[src/rtl/threshold_alarm_if.sv]
// threshold_alarm_if: sample/threshold input bundle and compare/alarm result bundle.
// master drives samples and collects results; slave is the alarm stage.
interface threshold_alarm_if #(
  parameter int N = 4
);
  logic         in_valid;
  logic [N-1:0] sample;
  logic [N-1:0] threshold;
  logic         clr;
  logic         cmp_eq;
  logic         cmp_gt;
  logic         cmp_lt;
  logic         alarm;
  logic         alarm_rise;
  logic         alarm_fall;
  logic [7:0]   event_count;

  modport master (
    output in_valid, sample, threshold, clr,
    input  cmp_eq, cmp_gt, cmp_lt, alarm, alarm_rise, alarm_fall, event_count
  );

  modport slave (
    input  in_valid, sample, threshold, clr,
    output cmp_eq, cmp_gt, cmp_lt, alarm, alarm_rise, alarm_fall, event_count
  );
endinterface

[src/rtl/threshold_alarm.sv]
// threshold_alarm: registered compare plus K-sample hysteresis alarm with edge pulses.
// Optional saturating rise-event counter is built when THRESH_EVENT_CNT_EN is defined.
module threshold_alarm #(
  parameter int N = 4,
  parameter int K = 3
) (
  input logic              clk,
  input logic              rst_n,
  threshold_alarm_if.slave bus
);
  typedef enum logic [1:0] {
    NORMAL  = 2'd0,
    PEND_HI = 2'd1,
    ALARM   = 2'd2,
    PEND_LO = 2'd3
  } state_t;

  localparam logic [7:0] K_C = 8'(K);

  state_t       state_r;
  state_t       state_nx_s;
  logic [7:0]   cnt_r;
  logic [7:0]   cnt_nx_s;
  logic [7:0]   cnt_inc_s;
  logic [N-1:0] sample_s;
  logic [N-1:0] threshold_s;
  logic         hi_s;
  logic         lo_s;
  logic         rise_s;
  logic         fall_s;
  logic         alarm_nx_s;
  logic         cmp_eq_r;
  logic         cmp_gt_r;
  logic         cmp_lt_r;
  logic         alarm_r;
  logic         rise_r;
  logic         fall_r;
  logic [7:0]   event_count_r;

  assign sample_s    = bus.sample;
  assign threshold_s = bus.threshold;
  assign hi_s        = (sample_s > threshold_s);
  assign lo_s        = (sample_s < threshold_s);
  assign cnt_inc_s   = cnt_r + 8'd1;

  // Next-state and pulse decode; an equal sample leaves state and run count untouched.
  always_comb begin
    state_nx_s = state_r;
    cnt_nx_s   = cnt_r;
    rise_s     = 1'b0;
    fall_s     = 1'b0;
    if (bus.in_valid) begin
      case (state_r)
        NORMAL: begin
          if (hi_s) begin
            if (K_C == 8'd1) begin
              state_nx_s = ALARM;
              cnt_nx_s   = 8'd0;
              rise_s     = 1'b1;
            end else begin
              state_nx_s = PEND_HI;
              cnt_nx_s   = 8'd1;
            end
          end else begin
            state_nx_s = NORMAL;
          end
        end
        PEND_HI: begin
          if (hi_s) begin
            if (cnt_inc_s == K_C) begin
              state_nx_s = ALARM;
              cnt_nx_s   = 8'd0;
              rise_s     = 1'b1;
            end else begin
              cnt_nx_s = cnt_inc_s;
            end
          end else if (lo_s) begin
            state_nx_s = NORMAL;
            cnt_nx_s   = 8'd0;
          end else begin
            state_nx_s = PEND_HI;
          end
        end
        ALARM: begin
          if (lo_s) begin
            if (K_C == 8'd1) begin
              state_nx_s = NORMAL;
              cnt_nx_s   = 8'd0;
              fall_s     = 1'b1;
            end else begin
              state_nx_s = PEND_LO;
              cnt_nx_s   = 8'd1;
            end
          end else begin
            state_nx_s = ALARM;
          end
        end
        PEND_LO: begin
          if (lo_s) begin
            if (cnt_inc_s == K_C) begin
              state_nx_s = NORMAL;
              cnt_nx_s   = 8'd0;
              fall_s     = 1'b1;
            end else begin
              cnt_nx_s = cnt_inc_s;
            end
          end else if (hi_s) begin
            state_nx_s = ALARM;
            cnt_nx_s   = 8'd0;
          end else begin
            state_nx_s = PEND_LO;
          end
        end
        default: begin
          state_nx_s = NORMAL;
          cnt_nx_s   = 8'd0;
        end
      endcase
    end else begin
      state_nx_s = state_r;
    end
  end

  assign alarm_nx_s = (state_nx_s == ALARM) || (state_nx_s == PEND_LO);

  // State, run counter and registered compare/alarm outputs.
  always_ff @(posedge clk) begin
    if (!rst_n) begin
      state_r  <= NORMAL;
      cnt_r    <= 8'd0;
      cmp_eq_r <= 1'b0;
      cmp_gt_r <= 1'b0;
      cmp_lt_r <= 1'b0;
      alarm_r  <= 1'b0;
      rise_r   <= 1'b0;
      fall_r   <= 1'b0;
    end else begin
      state_r <= state_nx_s;
      cnt_r   <= cnt_nx_s;
      alarm_r <= alarm_nx_s;
      rise_r  <= rise_s;
      fall_r  <= fall_s;
      if (bus.in_valid) begin
        cmp_eq_r <= !hi_s && !lo_s;
        cmp_gt_r <= hi_s;
        cmp_lt_r <= lo_s;
      end else begin
        cmp_eq_r <= cmp_eq_r;
        cmp_gt_r <= cmp_gt_r;
        cmp_lt_r <= cmp_lt_r;
      end
    end
  end

`ifdef THRESH_EVENT_CNT_EN
  // Saturating rise counter; clear wins over a same-cycle increment.
  always_ff @(posedge clk) begin
    if (!rst_n) begin
      event_count_r <= 8'd0;
    end else if (bus.clr) begin
      event_count_r <= 8'd0;
    end else if (rise_s && (event_count_r != 8'd255)) begin
      event_count_r <= event_count_r + 8'd1;
    end else begin
      event_count_r <= event_count_r;
    end
  end
`else
  assign event_count_r = 8'd0;
`endif

  assign bus.cmp_eq      = cmp_eq_r;
  assign bus.cmp_gt      = cmp_gt_r;
  assign bus.cmp_lt      = cmp_lt_r;
  assign bus.alarm       = alarm_r;
  assign bus.alarm_rise  = rise_r;
  assign bus.alarm_fall  = fall_r;
  assign bus.event_count = event_count_r;
endmodule
[src/flat_wrapper.sv]
// flat-port wrapper written by rule: the top's interface ports become plain ports
module threshold_alarm_flat 
#(
  parameter int N = 4,
  parameter int K = 3
)
  (clk, rst_n, bus_in_valid, bus_sample, bus_threshold, bus_clr, bus_cmp_eq, bus_cmp_gt, bus_cmp_lt, bus_alarm, bus_alarm_rise, bus_alarm_fall, bus_event_count);
  threshold_alarm_if #(.N(N)) bus_i ();
  input logic clk;
  input logic rst_n;
  input wire logic [$bits(bus_i.in_valid)-1:0] bus_in_valid;
  input wire logic [$bits(bus_i.sample)-1:0] bus_sample;
  input wire logic [$bits(bus_i.threshold)-1:0] bus_threshold;
  input wire logic [$bits(bus_i.clr)-1:0] bus_clr;
  output wire logic [$bits(bus_i.cmp_eq)-1:0] bus_cmp_eq;
  output wire logic [$bits(bus_i.cmp_gt)-1:0] bus_cmp_gt;
  output wire logic [$bits(bus_i.cmp_lt)-1:0] bus_cmp_lt;
  output wire logic [$bits(bus_i.alarm)-1:0] bus_alarm;
  output wire logic [$bits(bus_i.alarm_rise)-1:0] bus_alarm_rise;
  output wire logic [$bits(bus_i.alarm_fall)-1:0] bus_alarm_fall;
  output wire logic [$bits(bus_i.event_count)-1:0] bus_event_count;
  assign bus_i.in_valid = bus_in_valid;
  assign bus_i.sample = bus_sample;
  assign bus_i.threshold = bus_threshold;
  assign bus_i.clr = bus_clr;
  assign bus_cmp_eq = bus_i.cmp_eq;
  assign bus_cmp_gt = bus_i.cmp_gt;
  assign bus_cmp_lt = bus_i.cmp_lt;
  assign bus_alarm = bus_i.alarm;
  assign bus_alarm_rise = bus_i.alarm_rise;
  assign bus_alarm_fall = bus_i.alarm_fall;
  assign bus_event_count = bus_i.event_count;
  threshold_alarm #(.N(N), .K(K)) u_core (.clk(clk), .rst_n(rst_n), .bus(bus_i));
endmodule
[config.mk]
export PLATFORM = sky130hd
export DESIGN_NAME = threshold_alarm_flat
export DESIGN_NICKNAME = d
export VERILOG_FILES = /design/src/rtl/threshold_alarm_if.sv /design/src/rtl/threshold_alarm.sv /design/src/flat_wrapper.sv
export SDC_FILE = /design/constraint.sdc
export NUM_CORES = 1
export LEC_CHECK = 0
export BUFFER_PORTS_ARGS = -buffer_cell sky130_fd_sc_hd__buf_2
export CORE_MARGIN = 2
export CORE_UTILIZATION = 53
export CTS_CLUSTER_SIZE = 40
export DETAILED_ROUTE_END_ITERATION = 10
export PLACE_DENSITY = 0.77
export SLEW_MARGIN = 20
export SYNTH_ARGS = -nofsm -noshare
export SYNTH_HDL_FRONTEND = slang
export SYNTH_SLANG_ARGS = --single-unit
[constraint.sdc]
create_clock -name clk -period 2.27 [get_ports clk]
set_input_delay 0.3405 -clock clk [delete_from_list [all_inputs] [get_ports clk]]
set_output_delay 0.3405 -clock clk [all_outputs]
set_load 0.05 [all_outputs]
==> flow_summary.toml, run 1 <==
[status]
status = "completed"

[finish]
antenna_cells = 0
final_layout_size_suffix_gt1_share_pct = 26.8
nNetsFinal = 176
post-route-util_pct = 61.9
finalNonFillerCells = 185
areaGrowthSynthToFinish_pct = 12.5

[logic_synthesis]
yosys-top-cells-count = "dfxtp_1 (16), nor2_1 (10), buf_4 (9)"
yosys.area.top_type = "dfxtp_1"
synth_top_family_by_area = "compound AO/OA/AOI/OAI gates"
synth_most_common_cell = "dfxtp_1"
ys_seq_area_share_pct = 26.8
synthMuxAreaShare_pct = 2.51
synth_edf_count = 0
synthArstFlopShare_pct = 0
ys_warn_count = 0
synth-main-ff-cell = "dfxtp_1"
synth-xor-area-share_pct = 1.47
syn_inst = 136
synth.cell_area_um2 = 1190
synth_compound_area_share_pct = 28.5
synth_top_area_share_pct = 26.8
syn_avg_cell_area_um2 = 8.79
ys_seq_elements = 16
synthAdderAreaFrac_pct = 6.28
synthSimpleGateAreaFrac_pct = 24.7
synth_top_cells_by_area = "dfxtp_1 (27%), ha_1 (6.3%), buf_4 (5.7%), a21o_1 (3.1%), nor2_1 (3.1%)"
ys_types = 54

[clock_network]
clockRootBuffer = "clkbuf_4"
insertion_delay_ps = 290
clk_path_buf_depth = 2
cts_tree = "built"
cts.sinks = 16
postCtsResizedCells = 0
post_cts_buffers = 0
cts_buffers = 3
cts_hold_buf = 0
htreeDepth = 1
clk_pin_slew_worst_paths_ps = 100

[critical_path]
crit_fanout = 8
critPathLaunchType = "register"
critical_path_arrival_ps = 2210
path_class = "reg -> reg"
cp-end-kind = "register"
cp.required_ps = 2450

[pwr]
peakVddDrop_v = 0.000443
p_per_area_nw_per_um2 = 481
leakagePower_nw = 0.636

[global_routing]
grtUsageTotal_pct = 21.7
grt_max_degree = 11
globalRouteOverflowTotal = 0
grt_pass1_vias = 1002
antenna_found_initial = 0
grt_first_pass_wirelength_mm = 4.40

[sta]
fin_skew_ps = 4.11
clock.fmax_mhz = 493
setup_viol = 0
tns_ps = 0
final.min_clock_period_ps = 2030
period_share_pct = 89.4
hold_viol = 0
tightest_slew_ps = 516
rsz0062_at_grt = "no"
maxSlewHeadroom_pct = 65.5
slew_violations = 0

[route]
wirelength_mm = 2.63
drc = 0
drt_iter0_markers = 41
antenna_left = 0
routed_via_density = 5.90
first_pass_iters = 4
dr_total_vias = 1092
wire_per_inst_um = 14.2

[hold_path]
hp-class = "in -> reg"

[placed_design]
port_buffers = 16
dp_cells = 181
finalWeightedCongestion = 0.876
dp_hpwl_mm = 1.97

[floorplanning]
rows = 17
io_pins = 26
die_area_um2 = 2650
start_util_pct = 55.1
fp.dieW_um = 51.5
coreArea_um2 = 2170
die_h_um = 51.5

[job]
maxCapViolCount = 0
[worst max-delay path, cell delays in order, from the launching register on]
cell and delay, ps:
dfxtp_1 470, ha_1 310, nand2_1 170, nor3_1 270, nor3_2 120, or2_4 280
o311a_1 290
[power by group]
| part | switching [W] | leakage, nW | total, W | internal [W] |
|---|---|---|---|---|
| registers | 0.00000839 | 0.130 | 0.000296 | 0.000288 |
| clock network | 0.0000906 | 0.0210 | 0.000188 | 0.0000976 |
| logic | 0.000106 | 0.485 | 0.000161 | 0.0000557 |
[layout make-up]
class	instances	area, µm²
fillers	207	826
well taps	28	35.0
multi-input cells	107	793
flip-flops and latches	16	320
inverters	7	26.3
clock buffers	4	36.3
repair buffers	23	133
[through the flow]
stage | hold slack [ps] | power [W] | instance area [µm²] | worst slack [ps]
global route | 334 | 0.000673 | 1340 | 100
CTS | 327 | 0.000651 | 1340 | 210
finish | 340 | 0.000646 | 1340 | 240
floorplan | 472 | 0.000430 | 1220 | 290
detailed placement | 485 | 0.000462 | 1300 | 129
global placement | 471 | 0.000457 | 1300 | 177
[worst paths after layout]
path              slack, ps  cells past startpoint               from           endpoint
setup / recovery        240                      6    u_core.cnt_r[0]  u_core.state_r[1]
hold / removal          340                      2              rst_n   u_core.bus.alarm
setup reg to reg        240                      6    u_core.cnt_r[0]  u_core.state_r[1]
hold reg to reg         500                      2  u_core.bus.cmp_lt  u_core.bus.cmp_lt
[registers in the layout (all words and copies together) (netlist names)]
| signal | count |
|---|---|
| u_core.bus.alarm | 1 |
| u_core.bus.alarm_fall | 1 |
| u_core.bus.alarm_rise | 1 |
| u_core.bus.cmp_eq | 1 |
| u_core.bus.cmp_gt | 1 |
| u_core.bus.cmp_lt | 1 |
| u_core.cnt_r | 8 |
| u_core.state_r | 2 |
[kinds of logic (layout without fill, tap and decap cells)]
family                     after synthesis  after routing
xor gates and xnor gates                 2              2
and+or+nand+nor                         48             48
other                                    1              8
adders and majority gates                6              6
muxes                                    3              3
DFF                                     16             16
AOI/OAI and AO/OA                       40             40
buffers and inverters                   20             34
[placed cells by master, fill, tap and decap left out, drive strengths merged, types with 2 or more instances in the layout]
master	netlist	final
nor2b	6	6
and3	3	3
mux2i	3	3
inv	7	7
o21ai	3	3
a211oi	3	3
o21a	3	3
a21oi	3	3
dfxtp	16	16
o311a	3	3
conb	1	8
o2bb2ai	2	2
o211ai	3	3
nor3	7	7
o221a	4	4
buf	12	23
and2	2	2
nand3	5	5
nor4	2	2
clkbuf	1	4
nand2	5	5
ha	6	6
and4	2	2
nor2	10	10
a21o	5	5
[routing by layer]
metal  GRT usage, %  share of wire [%]  vias up
li1               -                  -      542
met1           24.1                 42      525
met2           40.8                 53       21
met3           4.97                3.5        4
met4           5.70                1.4        0
met5              0                  0        -
Note: power is estimated with default switching activity, not from simulation.
==> inputs of run 2 (changes only) <==
--- a/config.mk
+++ b/config.mk
@@ -5,6 +5,7 @@
 export SDC_FILE = /design/constraint.sdc
 export NUM_CORES = 1
 export LEC_CHECK = 0
+export ABC_AREA = 1
 export BUFFER_PORTS_ARGS = -buffer_cell sky130_fd_sc_hd__buf_2
 export CORE_MARGIN = 2
 export CORE_UTILIZATION = 53
==> flow_summary.toml, run 2 <==
[sta]
period_share_pct = 76.2
hold_viol = 0
clock.fmax_mhz = 578
fin_skew_ps = 0.800
rsz0062_at_grt = "no"
setup_viol = 0
slew_violations = 0
final.min_clock_period_ps = 1730
tns_ps = 0
whs_ps = 285

[finish]
antenna_cells = 0
reg_top3 = "u_core.cnt_r (8), u_core.state_r (2)"
nNetsFinal = 201
largest_reg_flops = 8
fin_area_um2 = 1260
layout_common_cells = "nand2_1 (46), inv_1 (18), buf_2 (16), dfxtp_1 (16), nor2_1 (10)"
finalNonFillerCells = 209
final_layout_size_suffix_gt1_share_pct = 26.4
top_register = "u_core.cnt_r"
layout_commonest_cell = "nand2_1"
areaGrowthSynthToFinish_pct = 8.07

[clock_network]
cts.sinks = 16
htreeDepth = 1
post_cts_buffers = 0
cts_buffers = 3
clockRootBuffer = "clkbuf_4"
clk_path_buf_depth = 2
cts_tree = "built"
clk_pin_slew_worst_paths_ps = 100
cts_hold_buf = 0
postCtsResizedCells = 0
insertion_delay_ps = 290

[hold_path]
hp-class = "in -> reg"
hold_start = "bus_in_valid"
min_path_cells = 2
min_to = "u_core.bus.cmp_lt"

[critical_path]
crit_chain = "ha_1 > nand3_2 > nor2_1 > nand2_1 > nand2_1 > nor2_1 > nand2_2 > clkinv_4 > nand2_2 > nand2_2 > a21oi_2 > nor2_1"
regToRegStartpoint = "u_core.cnt_r[0]"
slowest_stage = "dfxtp_1"
crit-reg2reg-capture = "u_core.state_r[1]"
ff2ff_path_depth = 12
crit_fanout = 6
r2r_slack_ps = 540
path_class = "reg -> reg"
cpPeakStageDelay_ps = 460
cp.required_ps = 2460
cp-end-kind = "register"
critPathLaunchType = "register"
critical_path_arrival_ps = 1920

[status]
status = "completed"

[logic_synthesis]
syn_avg_cell_area_um2 = 7.00
yosys.area.top_type = "dfxtp_1"
synth_top_area_share_pct = 27.6
ys_types = 25
synth_most_common_cell = "nand2_1"
synth_edf_count = 0
ys_warn_count = 0
syn_inst = 166
yosys-top-cells-count = "nand2_1 (46), inv_1 (18), dfxtp_1 (16)"
synthArstFlopShare_pct = 0
synth_top_cells_by_area = "dfxtp_1 (28%), nand2_1 (15%), buf_4 (7.1%), ha_1 (6.5%), inv_1 (5.8%)"
ys_seq_elements = 16
synth-main-ff-cell = "dfxtp_1"
synth.cell_area_um2 = 1160
ys_seq_area_share_pct = 27.6

[global_routing]
grt_first_pass_wirelength_mm = 3.86
grt_pass1_vias = 974
globalRouteOverflowTotal = 0
antenna_found_initial = 0
grt_max_degree = 10
grtUsageTotal_pct = 19.0

[route]
wirelength_mm = 2.22
wire_per_inst_um = 10.6
routed_via_density = 5.17
antenna_left = 0
drc = 0
drt_iter0_markers = 34
dr_total_vias = 1080
first_pass_iters = 4

[job]
maxCapViolCount = 0

[floorplanning]
fp.dieW_um = 50.8
start_util_pct = 57.5
io_pins = 26
coreArea_um2 = 2020
die_area_um2 = 2580
die_h_um = 50.8
rows = 16

[placed_design]
port_buffers = 16
dp_cells = 205
place_area_um2 = 1220
finalWeightedCongestion = 0.845
dp_hpwl_mm = 1.70

[pwr]
leakagePower_nw = 0.596
peakVddDrop_v = 0.000464
p_per_area_nw_per_um2 = 529
-- run 2: cell count changes in the layout (fill, tap and decap cells not counted), sizes merged, moves of 4 or more --
cell,delta
nand3,+6
nor2b,-6
buf,-7
nand4,+5
nor3,-7
a21o,-5
nor2,+6
o21ai,+4
a21oi,+11
o221a,-4
nand2,+49
inv,+14
-- run 2: layer usage --
metal	up-vias	wire, µm	GRT usage, %
li1	543	-	-
met1	492	921	22.9
met3	2	137	4.68
met5	-	0	0
met4	0	4	5.41
met2	43	1150	33.6
-- run 2: area by class of cell --
cell class	count	area (µm²)
sequential	16	320
multi-input combinational	124	698
inverter	22	87.6
timing repair buffer	16	80.1
tap	27	33.8
clock buffer	4	36.3
fill	189	766
-- run 2: cell families (layout without fill, tap and decap cells) --
family	Yosys count	after routing	synth area share, %
AO/OA/AOI/OAI	21	21	12.6
adder cells (fa/ha/maj)	6	6	6.46
flip-flops	16	16	27.6
other	1	8	0.323
buffers and inverters	33	42	14.6
AND/OR/NAND/NOR	89	89	38.4
-- run 2: worst max-delay path: cells and delay by family (launching register included) --
family	cells	cell delay, ps
AOI/OAI and AO/OA	1	110
adders and majority gates	1	270
DFF	1	460
buffers and inverters	1	80
and+or+nand+nor	9	700
-- run 2: power breakdown --
part	total (W)	leakage (nW)	internal [W]	switching [W]
combinational	0.000164	0.445	0.0000427	0.000122
sequential	0.000303	0.130	0.000290	0.0000126
clock	0.000198	0.0210	0.0000978	0.0000997
-- run 2: worst max path at each step --
stage	startpoint	to	cells after the start
after CTS	u_core.cnt_r[1]	u_core.state_r[1]	12
after floorplan	bus_threshold[1]	u_core.cnt_r[2]	11
after global routing	u_core.cnt_r[1]	u_core.state_r[0]	14
final	u_core.cnt_r[0]	u_core.state_r[1]	12
after detailed placement	bus_threshold[3]	u_core.cnt_r[7]	12
after global placement	bus_threshold[3]	u_core.cnt_r[7]	12
-- run 2: through the flow --
stage                     total power, W  worst slack (ps)  util (%)
after detailed placement        0.000473               345      60.3
after floorplan                 0.000453               621         -
after global placement          0.000467               367      60.3
final                           0.000665               541      62.1
after global routing            0.000696               320      62.1
after CTS                       0.000665               550      62.1
